[src/rtl/sdram_pkg.sv]
// rtl/sdram_pkg.sv - shared types and constants for the SDRAM byte port
// State encoding, lane write masks and the lane byte selector.
package sdram_pkg;

  typedef enum logic [1:0] {
    IDLE  = 2'd0,
    ISSUE = 2'd1,
    WAIT  = 2'd2,
    DONE  = 2'd3
  } byte_port_state_t;

  // A set bit in the write mask protects that byte from being written.
  localparam logic [1:0] WM_LANE0 = 2'b10;
  localparam logic [1:0] WM_LANE1 = 2'b01;
  localparam logic [1:0] WM_NONE  = 2'b00;

  function automatic logic [7:0] lane_byte(input logic [15:0] word, input logic lane);
    return lane ? word[15:8] : word[7:0];
  endfunction

endpackage

[src/rtl/byte_port_cache.sv]
// rtl/byte_port_cache.sv - one-word read cache (tag, data, valid) for the byte port
// Fill on read miss, byte-lane write-through on a tag match, flush beats fill.
module byte_port_cache #(
  parameter int WA = 24
) (
  input  logic          clk,
  input  logic          reset,
  input  logic          i_flush,
  input  logic [WA-1:0] i_lookup_addr,
  output logic          o_hit,
  output logic [15:0]   o_hit_data,
  input  logic          i_fill_en,
  input  logic          i_wr_en,
  input  logic [WA-1:0] i_upd_addr,
  input  logic [15:0]   i_fill_data,
  input  logic          i_wr_lane,
  input  logic [7:0]    i_wr_byte
);

  logic          r_valid;
  logic [WA-1:0] r_tag;
  logic [15:0]   r_data;
  logic          w_upd_match;

  assign o_hit       = r_valid && (r_tag == i_lookup_addr);
  assign o_hit_data  = r_data;
  assign w_upd_match = r_valid && (r_tag == i_upd_addr);

  always_ff @(posedge clk) begin
    if (reset) begin
      r_valid <= 1'b0;
      r_tag   <= '0;
      r_data  <= '0;
    end else begin
      if (i_fill_en) begin
        r_tag  <= i_upd_addr;
        r_data <= i_fill_data;
      end else if (i_wr_en && w_upd_match) begin
        if (i_wr_lane) r_data[15:8] <= i_wr_byte;
        else           r_data[7:0]  <= i_wr_byte;
      end
      if (i_flush)        r_valid <= 1'b0;
      else if (i_fill_en) r_valid <= 1'b1;
    end
  end

endmodule

[src/rtl/sdram_byte_port.sv]
// rtl/sdram_byte_port.sv - byte-wide client adapter driving one 16-bit SDRAM channel
// Optional one-word read cache enabled by SDRAM_BYTE_PORT_CACHE_EN.
module sdram_byte_port
  import sdram_pkg::*;
#(
  parameter int ADDR_BITS = 25
) (
  input  logic                 clk,
  input  logic                 reset,
  input  logic                 req,
  input  logic                 we,
  input  logic [ADDR_BITS-1:0] addr,
  input  logic [7:0]           wdata,
  output logic [7:0]           rdata,
  output logic                 ack,
  output logic                 busy,
  output logic                 overrun,
  input  logic                 flush,
  output logic                 ram_req,
  output logic                 ram_we,
  output logic [ADDR_BITS-2:0] ram_address,
  output logic [15:0]          ram_data_write,
  output logic [1:0]           ram_wm,
  input  logic [15:0]          ram_data_read,
  input  logic                 ram_ack
);

  byte_port_state_t     r_state;
  logic                 r_lane;
  logic [7:0]           r_rdata;
  logic                 r_ack;
  logic                 r_busy;
  logic                 r_overrun;
  logic                 r_ram_req;
  logic                 r_ram_we;
  logic [ADDR_BITS-2:0] r_ram_address;
  logic [15:0]          r_ram_data_write;
  logic [1:0]           r_ram_wm;

  logic                 w_hit;
  logic [15:0]          w_hit_data;
  logic                 w_ram_done;

  assign w_ram_done = (r_state == WAIT) && ram_ack;

`ifdef SDRAM_BYTE_PORT_CACHE_EN
  logic w_cache_hit;

  byte_port_cache #(
    .WA(ADDR_BITS-1)
  ) u_cache (
    .clk           (clk),
    .reset         (reset),
    .i_flush       (flush),
    .i_lookup_addr (addr[ADDR_BITS-1:1]),
    .o_hit         (w_cache_hit),
    .o_hit_data    (w_hit_data),
    .i_fill_en     (w_ram_done && !r_ram_we),
    .i_wr_en       (w_ram_done && r_ram_we),
    .i_upd_addr    (r_ram_address),
    .i_fill_data   (ram_data_read),
    .i_wr_lane     (r_lane),
    .i_wr_byte     (r_ram_data_write[7:0])
  );

  // A flush in the request cycle must not let a stale word answer.
  assign w_hit = w_cache_hit && !we && !flush;
`else
  logic w_unused_flush;
  assign w_unused_flush = flush;
  assign w_hit          = 1'b0;
  assign w_hit_data     = 16'h0000;
`endif

  always_ff @(posedge clk) begin
    if (reset) begin
      r_state          <= IDLE;
      r_lane           <= 1'b0;
      r_rdata          <= 8'h00;
      r_ack            <= 1'b0;
      r_busy           <= 1'b0;
      r_overrun        <= 1'b0;
      r_ram_req        <= 1'b0;
      r_ram_we         <= 1'b0;
      r_ram_address    <= '0;
      r_ram_data_write <= 16'h0000;
      r_ram_wm         <= WM_NONE;
    end else begin
      r_ack     <= 1'b0;
      r_ram_req <= 1'b0;
      if (req && r_busy) r_overrun <= 1'b1;
      case (r_state)
        IDLE: begin
          if (req) begin
            r_lane           <= addr[0];
            r_ram_we         <= we;
            r_ram_address    <= addr[ADDR_BITS-1:1];
            r_ram_data_write <= {wdata, wdata};
            r_ram_wm         <= we ? (addr[0] ? WM_LANE1 : WM_LANE0) : WM_NONE;
            r_busy           <= 1'b1;
            if (w_hit) begin
              r_rdata <= lane_byte(w_hit_data, addr[0]);
              r_ack   <= 1'b1;
              r_state <= DONE;
            end else begin
              r_ram_req <= 1'b1;
              r_state   <= ISSUE;
            end
          end
        end
        ISSUE: r_state <= WAIT;
        WAIT: begin
          if (ram_ack) begin
            if (!r_ram_we) r_rdata <= lane_byte(ram_data_read, r_lane);
            r_ack   <= 1'b1;
            r_state <= DONE;
          end
        end
        DONE: begin
          r_busy  <= 1'b0;
          r_state <= IDLE;
        end
        default: r_state <= IDLE;
      endcase
    end
  end

  assign rdata          = r_rdata;
  assign ack            = r_ack;
  assign busy           = r_busy;
  assign overrun        = r_overrun;
  assign ram_req        = r_ram_req;
  assign ram_we         = r_ram_we;
  assign ram_address    = r_ram_address;
  assign ram_data_write = r_ram_data_write;
  assign ram_wm         = r_ram_wm;

endmodule

[config.mk]
export PLATFORM = sky130hd
export DESIGN_NAME = sdram_byte_port
export DESIGN_NICKNAME = d
export VERILOG_FILES = /design/src/rtl/sdram_pkg.sv /design/src/rtl/byte_port_cache.sv /design/src/rtl/sdram_byte_port.sv
export SDC_FILE = /design/constraint.sdc
export NUM_CORES = 1
export LEC_CHECK = 0
export ABC_AREA = 1
export BUFFER_PORTS_ARGS = -buffer_cell sky130_fd_sc_hd__clkbuf_2
export CAP_MARGIN = 10
export CORE_MARGIN = 5
export CORE_UTILIZATION = 40
export DETAILED_ROUTE_END_ITERATION = 10
export HOLD_SLACK_MARGIN = 0.1
export PLACE_DENSITY = 0.78
export SLEW_MARGIN = 5
export SYNTH_ARGS = -nofsm -noshare
export SYNTH_HDL_FRONTEND = slang
export SYNTH_SLANG_ARGS = --single-unit
[constraint.sdc]
create_clock -name clk -period 3.15 [get_ports clk]
set_input_delay 0 -clock clk [delete_from_list [all_inputs] [get_ports clk]]
set_output_delay 0 -clock clk [all_outputs]
set_load 0.005 [all_outputs]
==> run_results.csv <==
group,metric,value,unit
pwr,peakVddDrop,0.2714,mV
cells_and_area,final_nets,491,
route,via_total_after_detailed_routing,2255,
critical_path,crit_path_kind,"register to register",
clock_network,postCtsResizedCells,0,
sta,finalWorstSetupSlack,1077,ps
yosys,post_synth_and_or_nand_nor_area_fraction,24.16,%
yosys,yosys_register_bits,50,
yosys,synth_area_per_cell,7.436,µm²
clock_network,cts_inserted_buffers,5,
critical_path,path_delay_family,"buffers and inverters",
critical_path,worst-path-buf-inv,3,
yosys,syn_nets,340,
sta,finClkSkew,8.100,ps
critical_path,worstPathArrival,2270,ps
floorplanning,floorplan.die_area,6748,µm²
sta,finalSetupViolCount,0,
critical_path,worstPathMaxFanout,4,
pwr,leakage,0.001617,µW
cells_and_area,synthesis_to_finish_area_growth,53.91,%
clock_network,clock_latency,300,ps
sta,slew_headroom,54.32,%
run_status,status,"completed",
placement,dp_hpwl,3691,µm
sta,finalHoldViolations,0,
sta,post-route-min-period,2073,ps
clock_network,clk_pin_slew,100,ps
yosys,synth_warnings,0,
sta,fmaxAchievable,482.4,MHz
sta,worst_pin_slew,684.1,ps
global_route,grt_max_degree,45,
global_route,grt_pass1_wl,9639,µm
yosys,synth.area.mux_share,0,%
hold_path,hold_path.class,"register to register",
sta,finalMaxSlewViolations,0,
sta,holdWs,471.8,ps
run,cap_viol_max_count,0,
global_route,gr-total-overflow,0,
clock_network,holdBufCountCts,57,
sta,post-route-period-util,65.81,%
floorplanning,num_io_pins,110,
global_route,antenna_found_initial,0,
placement,io_buffers,108,
critical_path,cp_slowest_stage_delay,560,ps
yosys,ys_seq_area_share,48.08,%
clock_network,cts.sink_count,50,
yosys,netlist_area,2082,µm²
route,detailedRoute.firstIterationViolations,67,
cells_and_area,final_core_occ,63.14,%
route,detail_route.wirelength,6019,µm
placement,gp_congestion,0.7239,
route,avgRoutedWirePerCell,11.99,µm
critical_path,startpoint_type,"register",
yosys,synth_compound_gate_area_share,11.90,%
clock_network,post_cts.repair.setup_buffers,0,
yosys,post_synth_inst_count,280,
route,postRouteAntennaNets,0,
floorplanning,core,5075,µm²
floorplanning,die_w,82.15,µm
route,via_per_inst,4.492,
clock_network,cts.path.max_buffers,2,
critical_path,worst_ep_required_time,3350,ps
clock_network,clock_tree.htree_level_count,2,
yosys,synth_top_family_by_area,"simple AND/OR/NAND/NOR gates",
pwr,power.density,655.9,nW/µm²
floorplanning,start_util,41.03,%
global_route,grt_pass1_vias,2123,
placement,dp_worst_setup_slack,1441,ps
clock_network,tritoncts,"yes",
critical_path,cp_slowest_cell,"sky130_fd_sc_hd__dlygate4sd3_1",
yosys,synth_adder_area_share,3.005,%
route,drt_first_pass_iters,4,
critical_path,path_common_cell,"sky130_fd_sc_hd__dlygate4sd3_1",
global_route,gr-usage-all-layers,18.47,%
floorplanning,fp-row-count,26,
pwr,total_power,2102,µW
sta,tns,0,ps
critical_path,critical_path.cell_chain,"inv_1, ha_1, nand4_1, dlygate4sd3_1, a21oi_1, dlygate4sd3_1",
clock_network,cts.root.buffer_cell,"sky130_fd_sc_hd__clkbuf_8",
sta,grt_setup_unrepaired,"no",
critical_path,worst_setup_path_end_kind,"register",
floorplanning,fp.dieH,82.15,µm
route,detail_route.drc_violations,0,
yosys,synth_cell_types,17,
yosys,synth-xor-area-share,0,%
cells_and_area,insertedDiodeCount,0,
cells_and_area,share_of_cells_above_drive_strength_1,28.47,%
[flip-flops by register name, summed over array words and instances, names as in the netlist]
name / cells
ram_address: 24
ram_data_write: 8
rdata: 8
r_state: 2
ram_wm: 2
ack: 1
busy: 1
overrun: 1
r_lane: 1
ram_req: 1
ram_we: 1
[worst paths after layout]
kind | start | endpoint | slack (ps) | cells after the start
hold / removal | ram_wm[1] | ram_wm[1] | 470 | 2
setup reg to reg | r_state[0] | ram_wm[0] | 1080 | 6
setup / recovery | r_state[0] | ram_wm[0] | 1080 | 6
hold reg to reg | ram_wm[1] | ram_wm[1] | 470 | 2
[metrics by stage]
stage | instances | instance area, µm²
floorplan | 280 | 2082
detailed placement | 437 | 2544
global placement | 437 | 2544
global route | 502 | 3204
CTS | 502 | 3204
finish | 502 | 3204
[logic make-up after synthesis]
logic type / count (synthesis)
buffers and inverters: 47
AOI/OAI and AO/OA: 48
DFF: 50
and+or+nand+nor: 130
adders and majority gates: 5
[cell type report]
type | count | area, µm²
clock inverter | 3 | 21.27
clock buffer | 5 | 68.82
inverter | 25 | 93.84
fill | 435 | 1871
timing repair buffer | 166 | 1119
sequential | 50 | 1001
tap | 70 | 87.58
multi-input combinational | 183 | 813.3
[cell usage in the layout (no fill, tap or decap), types with 2 or more instances in the layout]
cell | Yosys | final
sky130_fd_sc_hd__a21oi_1 | 7 | 7
sky130_fd_sc_hd__clkbuf_2 | 0 | 108
sky130_fd_sc_hd__clkbuf_8 | 0 | 5
sky130_fd_sc_hd__dfxtp_1 | 50 | 50
sky130_fd_sc_hd__dlygate4sd3_1 | 0 | 57
sky130_fd_sc_hd__ha_1 | 5 | 5
sky130_fd_sc_hd__inv_1 | 23 | 23
sky130_fd_sc_hd__inv_2 | 2 | 2
sky130_fd_sc_hd__nand2_1 | 36 | 36
sky130_fd_sc_hd__nand4_1 | 2 | 2
sky130_fd_sc_hd__nor2_1 | 89 | 89
sky130_fd_sc_hd__o21ai_0 | 8 | 8
sky130_fd_sc_hd__o21ai_1 | 31 | 31
sky130_fd_sc_hd__o21ai_2 | 2 | 2
[layer usage]
layer	share of wire, %	global-route usage (%)	vias up	routed length (µm)
met5	0	0	-	0
met4	4.2	8.970	0	254
met3	3.5	2.711	24	210
met2	53	34.41	65	3220
met1	39	20.31	1011	2333
li1	-	-	1155	-
[cells in the mapped netlist (all sizes together)]
library cell / number / area (µm²)
o21ai: 41 / 212.7
dfxtp: 50 / 1001
nand2: 37 / 141.4
nand3: 2 / 15.01
buf: 22 / 173.9
nand4: 2 / 12.51
nor2: 89 / 334.1
ha: 5 / 62.56
inv: 25 / 93.84
a21oi: 7 / 35.03
[power by group]
group          switching, µW  total (µW)  internal, µW
Sequential               112         914           802
Clock                    212         369           156
Combinational            437         819           382
Total                    761        2100          1340
[worst min-delay path, stage by stage (launching register included)]
cell,delay [ps]
sky130_fd_sc_hd__dfxtp_1,320
sky130_fd_sc_hd__nand2_1,60
sky130_fd_sc_hd__a21oi_1,60
(Power assumes the default switching activity.)
